### src/rtl/lpif_rx_pkg.sv
// Shared types and helpers for the LPIF RX framer: packet context encoding,
// generation limits and a saturating adder for the statistics counters.
package lpif_rx_pkg;

    typedef enum logic [1:0] {
        CTX_IDLE = 2'd0,
        CTX_TLP  = 2'd1,
        CTX_DLLP = 2'd2
    } ctx_e;

    localparam logic [3:0] ST_ACTIVE_DEFAULT = 4'd2;
    localparam logic [2:0] GEN_MIN           = 3'd1;
    localparam logic [2:0] GEN_MAX           = 3'd5;
    localparam int unsigned SAT_W            = 32;

    // Adds b to a and clamps the result at max_v.
    function automatic logic [SAT_W-1:0] sat_add(input logic [SAT_W-1:0] a,
                                                 input logic [SAT_W-1:0] b,
                                                 input logic [SAT_W-1:0] max_v);
        logic [SAT_W:0] sum;
        sum = {1'b0, a} + {1'b0, b};
        return (sum > {1'b0, max_v}) ? max_v : sum[SAT_W-1:0];
    endfunction

endpackage

### src/rtl/lpif_rx_byte_ctx.sv
// Single-byte framing step: advances the packet context by one byte and
// flags violations and completed TLP/DLLP/nullified packets.
module lpif_rx_byte_ctx
    import lpif_rx_pkg::*;
(
    input  ctx_e ctx_in,
    input  logic valid,
    input  logic tlpstart,
    input  logic dllpstart,
    input  logic tlpend,
    input  logic dllpend,
    input  logic edb,
    output ctx_e ctx_out,
    output logic err,
    output logic inc_tlp,
    output logic inc_dllp,
    output logic inc_null
);

    logic [2:0] nflags;

    assign nflags = 3'(tlpstart) + 3'(dllpstart) + 3'(tlpend) + 3'(dllpend) + 3'(edb);

    always_comb begin
        ctx_out  = ctx_in;
        err      = 1'b0;
        inc_tlp  = 1'b0;
        inc_dllp = 1'b0;
        inc_null = 1'b0;
        if (!valid) begin
            // Flags on an invalid byte are dropped and leave the context alone.
            err = (nflags != 3'd0);
        end else if (nflags > 3'd1) begin
            err     = 1'b1;
            ctx_out = CTX_IDLE;
        end else if (tlpstart) begin
            err     = (ctx_in != CTX_IDLE);
            ctx_out = CTX_TLP;
        end else if (dllpstart) begin
            err     = (ctx_in != CTX_IDLE);
            ctx_out = CTX_DLLP;
        end else if (tlpend) begin
            if (ctx_in == CTX_TLP) begin
                ctx_out = CTX_IDLE;
                inc_tlp = 1'b1;
            end else begin
                err = 1'b1;
            end
        end else if (edb) begin
            if (ctx_in == CTX_TLP) begin
                ctx_out  = CTX_IDLE;
                inc_null = 1'b1;
            end else begin
                err = 1'b1;
            end
        end else if (dllpend) begin
            if (ctx_in == CTX_DLLP) begin
                ctx_out  = CTX_IDLE;
                inc_dllp = 1'b1;
            end else begin
                err = 1'b1;
            end
        end
    end

endmodule

### src/rtl/lpif_rx_framer.sv
// LPIF RX framer: registers one flit per cycle onto the pl_* interface, tracks
// packet context across flits, and keeps saturating framing statistics.
module lpif_rx_framer
    import lpif_rx_pkg::*;
#(
    parameter int unsigned NBYTES    = 64,
    parameter int unsigned CNT_W     = 16,
    parameter logic [3:0]  ST_ACTIVE = ST_ACTIVE_DEFAULT
) (
    input  logic                  clk,
    input  logic                  reset,
    input  logic [8*NBYTES-1:0]   packetData,
    input  logic [NBYTES-1:0]     packetValid,
    input  logic [NBYTES-1:0]     tlpstart,
    input  logic [NBYTES-1:0]     dllpstart,
    input  logic [NBYTES-1:0]     tlpend,
    input  logic [NBYTES-1:0]     dllpend,
    input  logic [NBYTES-1:0]     edb,
    input  logic [2:0]            GEN,
    input  logic [3:0]            state,
    input  logic                  lp_force_detect,
    output logic [8*NBYTES-1:0]   pl_data,
    output logic [NBYTES-1:0]     pl_valid,
    output logic [NBYTES-1:0]     pl_tlpstart,
    output logic [NBYTES-1:0]     pl_dllpstart,
    output logic [NBYTES-1:0]     pl_tlpend,
    output logic [NBYTES-1:0]     pl_dllpend,
    output logic [NBYTES-1:0]     pl_tlpedb,
    output logic [2:0]            pl_speedmode,
    output logic [3:0]            pl_state_sts,
    output logic                  ltssmForceDetect,
    output logic                  pl_frame_err,
    output logic [CNT_W-1:0]      tlp_count,
    output logic [CNT_W-1:0]      dllp_count,
    output logic [CNT_W-1:0]      nullified_count,
    output logic [CNT_W-1:0]      err_count
);

    localparam int unsigned DW    = 8 * NBYTES;
    localparam int unsigned INC_W = $clog2(NBYTES + 1);
    localparam logic [SAT_W-1:0] CNT_MAX = SAT_W'((33'd1 << CNT_W) - 33'd1);

    ctx_e ctx_q, ctx_d;
    logic active_c;
    logic [NBYTES-1:0] err_v, tlp_v, dllp_v, null_v;
    logic [INC_W-1:0]  n_err, n_tlp, n_dllp, n_null;

    logic [DW-1:0]     data_q, data_d;
    logic [NBYTES-1:0] valid_q, valid_d, ts_q, ts_d, ds_q, ds_d;
    logic [NBYTES-1:0] te_q, te_d, de_q, de_d, edb_q, edb_d;
    logic [2:0]        spd_q, spd_d;
    logic [3:0]        sts_q;
    logic              fd_q, ferr_q, ferr_d;
    logic [CNT_W-1:0]  tlp_q, tlp_d, dllp_q, dllp_d, null_q, null_d, err_q, err_d;

    assign active_c = (state == ST_ACTIVE);

    // Byte chain runs from the first-on-wire lane (NBYTES-1) down to lane 0.
    for (genvar i = 0; i < NBYTES; i++) begin : g_byte
        ctx_e ctx_i;
        ctx_e ctx_o;
        if (i == NBYTES - 1) begin : g_first
            assign ctx_i = ctx_q;
        end else begin : g_next
            assign ctx_i = g_byte[i+1].ctx_o;
        end
        lpif_rx_byte_ctx u_step (
            .ctx_in   (ctx_i),
            .valid    (packetValid[i]),
            .tlpstart (tlpstart[i]),
            .dllpstart(dllpstart[i]),
            .tlpend   (tlpend[i]),
            .dllpend  (dllpend[i]),
            .edb      (edb[i]),
            .ctx_out  (ctx_o),
            .err      (err_v[i]),
            .inc_tlp  (tlp_v[i]),
            .inc_dllp (dllp_v[i]),
            .inc_null (null_v[i])
        );
    end

    always_comb begin
        n_err  = '0;
        n_tlp  = '0;
        n_dllp = '0;
        n_null = '0;
        for (int unsigned i = 0; i < NBYTES; i++) begin
            n_err  = n_err  + INC_W'(err_v[i]);
            n_tlp  = n_tlp  + INC_W'(tlp_v[i]);
            n_dllp = n_dllp + INC_W'(dllp_v[i]);
            n_null = n_null + INC_W'(null_v[i]);
        end
    end

    // Context FSM: outside the active state the context is parked in IDLE.
    always_ff @(posedge clk) begin
        if (!reset) ctx_q <= CTX_IDLE;
        else        ctx_q <= ctx_d;
    end

    always_comb begin
        ctx_d = CTX_IDLE;
        if (active_c) ctx_d = g_byte[0].ctx_o;
    end

    always_comb begin
        valid_d = active_c ? packetValid : '0;
        data_d  = '0;
        for (int unsigned i = 0; i < NBYTES; i++) begin
            data_d[8*i +: 8] = valid_d[i] ? packetData[8*i +: 8] : 8'h00;
        end
        ts_d   = tlpstart  & valid_d;
        ds_d   = dllpstart & valid_d;
        te_d   = tlpend    & valid_d;
        de_d   = dllpend   & valid_d;
        edb_d  = edb       & valid_d;
        spd_d  = (GEN >= GEN_MIN && GEN <= GEN_MAX) ? GEN : spd_q;
        ferr_d = active_c && (n_err != '0);
        tlp_d  = tlp_q;
        dllp_d = dllp_q;
        null_d = null_q;
        err_d  = err_q;
        if (active_c) begin
            tlp_d  = CNT_W'(sat_add(SAT_W'(tlp_q),  SAT_W'(n_tlp),  CNT_MAX));
            dllp_d = CNT_W'(sat_add(SAT_W'(dllp_q), SAT_W'(n_dllp), CNT_MAX));
            null_d = CNT_W'(sat_add(SAT_W'(null_q), SAT_W'(n_null), CNT_MAX));
            err_d  = CNT_W'(sat_add(SAT_W'(err_q),  SAT_W'(n_err),  CNT_MAX));
        end
    end

    always_ff @(posedge clk) begin
        if (!reset) begin
            data_q  <= '0;
            valid_q <= '0;
            ts_q    <= '0;
            ds_q    <= '0;
            te_q    <= '0;
            de_q    <= '0;
            edb_q   <= '0;
            spd_q   <= 3'd1;
            sts_q   <= '0;
            fd_q    <= 1'b0;
            ferr_q  <= 1'b0;
            tlp_q   <= '0;
            dllp_q  <= '0;
            null_q  <= '0;
            err_q   <= '0;
        end else begin
            data_q  <= data_d;
            valid_q <= valid_d;
            ts_q    <= ts_d;
            ds_q    <= ds_d;
            te_q    <= te_d;
            de_q    <= de_d;
            edb_q   <= edb_d;
            spd_q   <= spd_d;
            sts_q   <= state;
            fd_q    <= lp_force_detect;
            ferr_q  <= ferr_d;
            tlp_q   <= tlp_d;
            dllp_q  <= dllp_d;
            null_q  <= null_d;
            err_q   <= err_d;
        end
    end

    assign pl_data          = data_q;
    assign pl_valid         = valid_q;
    assign pl_tlpstart      = ts_q;
    assign pl_dllpstart     = ds_q;
    assign pl_tlpend        = te_q;
    assign pl_dllpend       = de_q;
    assign pl_tlpedb        = edb_q;
    assign pl_speedmode     = spd_q;
    assign pl_state_sts     = sts_q;
    assign ltssmForceDetect = fd_q;
    assign pl_frame_err     = ferr_q;
    assign tlp_count        = tlp_q;
    assign dllp_count       = dllp_q;
    assign nullified_count  = null_q;
    assign err_count        = err_q;

endmodule
### config.mk
export PLATFORM = sky130hd
export DESIGN_NAME = lpif_rx_framer
export DESIGN_NICKNAME = d
export VERILOG_FILES = /design/src/rtl/lpif_rx_pkg.sv /design/src/rtl/lpif_rx_byte_ctx.sv /design/src/rtl/lpif_rx_framer.sv
export SDC_FILE = /design/constraint.sdc
export NUM_CORES = 2
export LEC_CHECK = 0
export ABC_AREA = 0
export ABC_CLOCK_PERIOD_IN_PS = 51100
export CAP_MARGIN = 10
export CORE_AREA = 2 2 727 729
export DETAILED_ROUTE_END_ITERATION = 6
export DIE_AREA = 0 0 729 731
export SYNTH_ARGS = -nofsm -noshare
export SYNTH_HDL_FRONTEND = slang
export SYNTH_SLANG_ARGS = --single-unit
### constraint.sdc
create_clock -name clk -period 51.1 [get_ports clk]
set_clock_uncertainty 0.1 [all_clocks]
set_input_delay 10.22 -clock clk [delete_from_list [all_inputs] [get_ports clk]]
set_output_delay 10.22 -clock clk [all_outputs]
set_load 0.05 [all_outputs]
==> results.cfg <==
[sta]
maxClockFrequency_mhz = 21.8
slew_headroom_pct = 13.8
final-setup-viol-count = 0
tightest_slew_ps = 1290
slew_viol_final = 0
fin_crit_ps = 45790
hold_viol = 0
period_share_pct = 89.6
rsz0062_at_grt = false
finalSetupTns_ps = 0
postLayoutSetupSlackWorst_ps = 5310

[outcome]
violations = DRC
outcome = complete, but fails checks

[synth]
synth_edf_count = 0
yosys.area.top_type = dfxtp_1
ys_types = 119
post-synth-top-count-cell = dfxtp_1
async_flop_share_pct = 0
ys.flop_type = dfxtp_1
synth_common_cells = dfxtp_1 (971), inv_1 (665), and2_1 (642)
syn_nets = 7123
synth.cell_area_sq_um = 51800
yosys_warnings = 0
ys_seq_area_share_pct = 37.5
synth.area.top_cells = dfxtp_1 (38%), fa_1 (14%), and2_1 (7.8%)
yosys_register_bits = 971
avgSynthCellArea_sq_um = 9.19
syn_inst = 5635
synth_top_area_share_pct = 37.5

[power_and_ir_drop]
p_sw_share_pct = 44.7
p_int_mw = 2.59
p_leak_nw = 33.1
ir_drop_v = 0.000395
sequentialPowerShare_pct = 16.4
total_power_mw = 4.68
clockPowerShare_pct = 23.7
power.density_nw_per_um2 = 55.3
p_sw_mw = 2.09
p_comb_share_pct = 59.8

[setup_path]
required_ps = 51740
max_stage_delay_ps = 770
cp_top_family = compound AO/OA/AOI/OAI gates
rr_worst_depth = 109
crit_type = in -> reg
worstPathMaxFanout = 10
cp-startpoint = dllpstart[63]
cp.depth = 116
startpoint_type = primary input
critPathSlowestCell = clkdlybuf4s50_1
path_buf_inv = 7
cp-end-kind = flop
path_common_cell = fa_1
arrival_ps = 46440
r2r-start = ctx_q[0]

[drt]
routed_via_density = 3.54
drc = 9
final_antenna_net_count = 0
vias = 52500
wl_per_cell_microns = 35.6
drt_iter0_markers = 4040
routed_wl_mm = 528
drtPass1Iterations = 6

[finish]
final_cells = 14800
multi_input_area_sq_um = 29300
regArea_sq_um = 19400
nNetsFinal = 9077
fin_area_sq_um = 84700
fillerInstances = 59200
area_growth_pct = 63.6
layout-drive-gt1-share_pct = 6.56

[clock_network]
cts_hold_buf = 0
clk_pin_slew_ps = 70
cts_tree = yes
cts.sinks = 971
cts_root_buffer = clkbuf_16
clockBufferDepth = 4
clk_latency_ps = 860
htree_levels = 4
cts_resized = 0
numCtsBuffers = 147
cts_setup_buffers = 0

[global_route]
grt-ovfl-total = 0
grt_max_degree = 54
grt_pass1_vias = 50600
grt_pass1_wl_mm = 634
antenna_found_initial = 339
grt_use_total_pct = 19.1

[hold_path]
min_path_type = reg -> reg
hold_depth = 2
hp-start = pl_speedmode[1]

[die]
coreArea_sq_um = 526000
die_x_microns = 729
ios = 1875
rows = 267
initial_utilization_pct = 9.84
die_h_microns = 731
die_area_sq_um = 533000

[placed_design]
dpl_cell_area_sq_um = 79300
io_buffers = 1874
hpwlAfterDp_mm = 470
placed_cells = 14400
place_ws_ps = 5130
gp_congestion = 0.938

[job]
maxCapViolCount = 0
==> cells by family (layout without fill, tap and decap cells) <==
| kind of cell | after synthesis | in the layout | synth area share, % |
|---|---|---|---|
| XOR/XNOR | 30 | 30 | 0.507 |
| AO/OA/AOI/OAI | 870 | 870 | 12.1 |
| AND/OR/NAND/NOR | 2343 | 2343 | 24.4 |
| flip-flops | 971 | 971 | 37.5 |
| buffers and inverters | 823 | 2887 | 5.99 |
| other | 0 | 148 | 0 |
| adder cells (fa/ha/maj) | 582 | 582 | 19.2 |
| multiplexers | 16 | 16 | 0.317 |
==> layout make-up <==
class / count / share of cell area (%)
well taps: 6994 / 10.3
diodes: 148 / 0.437
repair buffers: 1959 / 22.8
flip-flops and latches: 971 / 23.0
clock buffers: 181 / 4.72
clock inverters: 78 / 1.21
inverters: 669 / 2.97
multi-input cells: 3841 / 34.6
==> stage by stage <==
step / util (%) / hold slack [ps]
after detailed placement: 15.1 / 376
after global placement: 15.1 / 371
final: 16.1 / 390
after floorplan: - / 601
after global routing: 16.0 / 412
after CTS: 16.0 / 391
==> flip-flops by register name, summed over array words and instances, names as in the netlist, 64 cells and up <==
signal	cells
pl_dllpend	64
pl_tlpedb	64
pl_valid	64
pl_data	512
pl_dllpstart	64
pl_tlpstart	64
pl_tlpend	64
==> power groups by stage <==
| stage | registers (mW) | logic, mW | clock network (mW) |
|---|---|---|---|
| 3_3_place_gp | 0.786 | 2.88 | 0 |
| 3_5_place_dp | 0.787 | 2.85 | 0 |
| 2_1_floorplan | 0.813 | 2.06 | 0 |
| 6_report | 0.770 | 2.80 | 1.11 |
| 4_1_cts | 0.770 | 2.86 | 1.16 |
| 5_1_grt | 0.770 | 3.23 | 1.18 |
==> worst reg2reg max path, delay by kind of cell, from the launching register on <==
kind | cells | cell delay, ps
DFF | 1 | 680
buffers and inverters | 4 | 400
adders and majority gates | 11 | 5380
and+or+nand+nor | 21 | 5600
AOI/OAI and AO/OA | 73 | 22200
==> layer usage <==
layer	part of all wire [%]	track usage, %	wire (microns)
met1	39	22.1	205000
met2	43	29.4	228000
met4	3.5	5.68	18300
met3	15	11.2	76800
met5	0.14	0	718
==> cell usage in the layout (no fill, tap or decap), types with 231 or more instances in the layout <==
master and n:
nor2_1 391, dfxtp_1 971, fa_1 351, clkdlybuf4s50_1 1843
and2_1 642, o21ai_0 251, ha_1 231, nand2_1 333
and3_1 271, inv_1 665
==> final timing paths <==
path              slack [ps]         endpoint
hold reg to reg          390  pl_speedmode[1]
hold / removal           390  pl_speedmode[1]
setup / recovery        5310    err_count[14]
setup reg to reg       16690    err_count[14]
No activity file was read; power rests on OpenSTA's default activity.
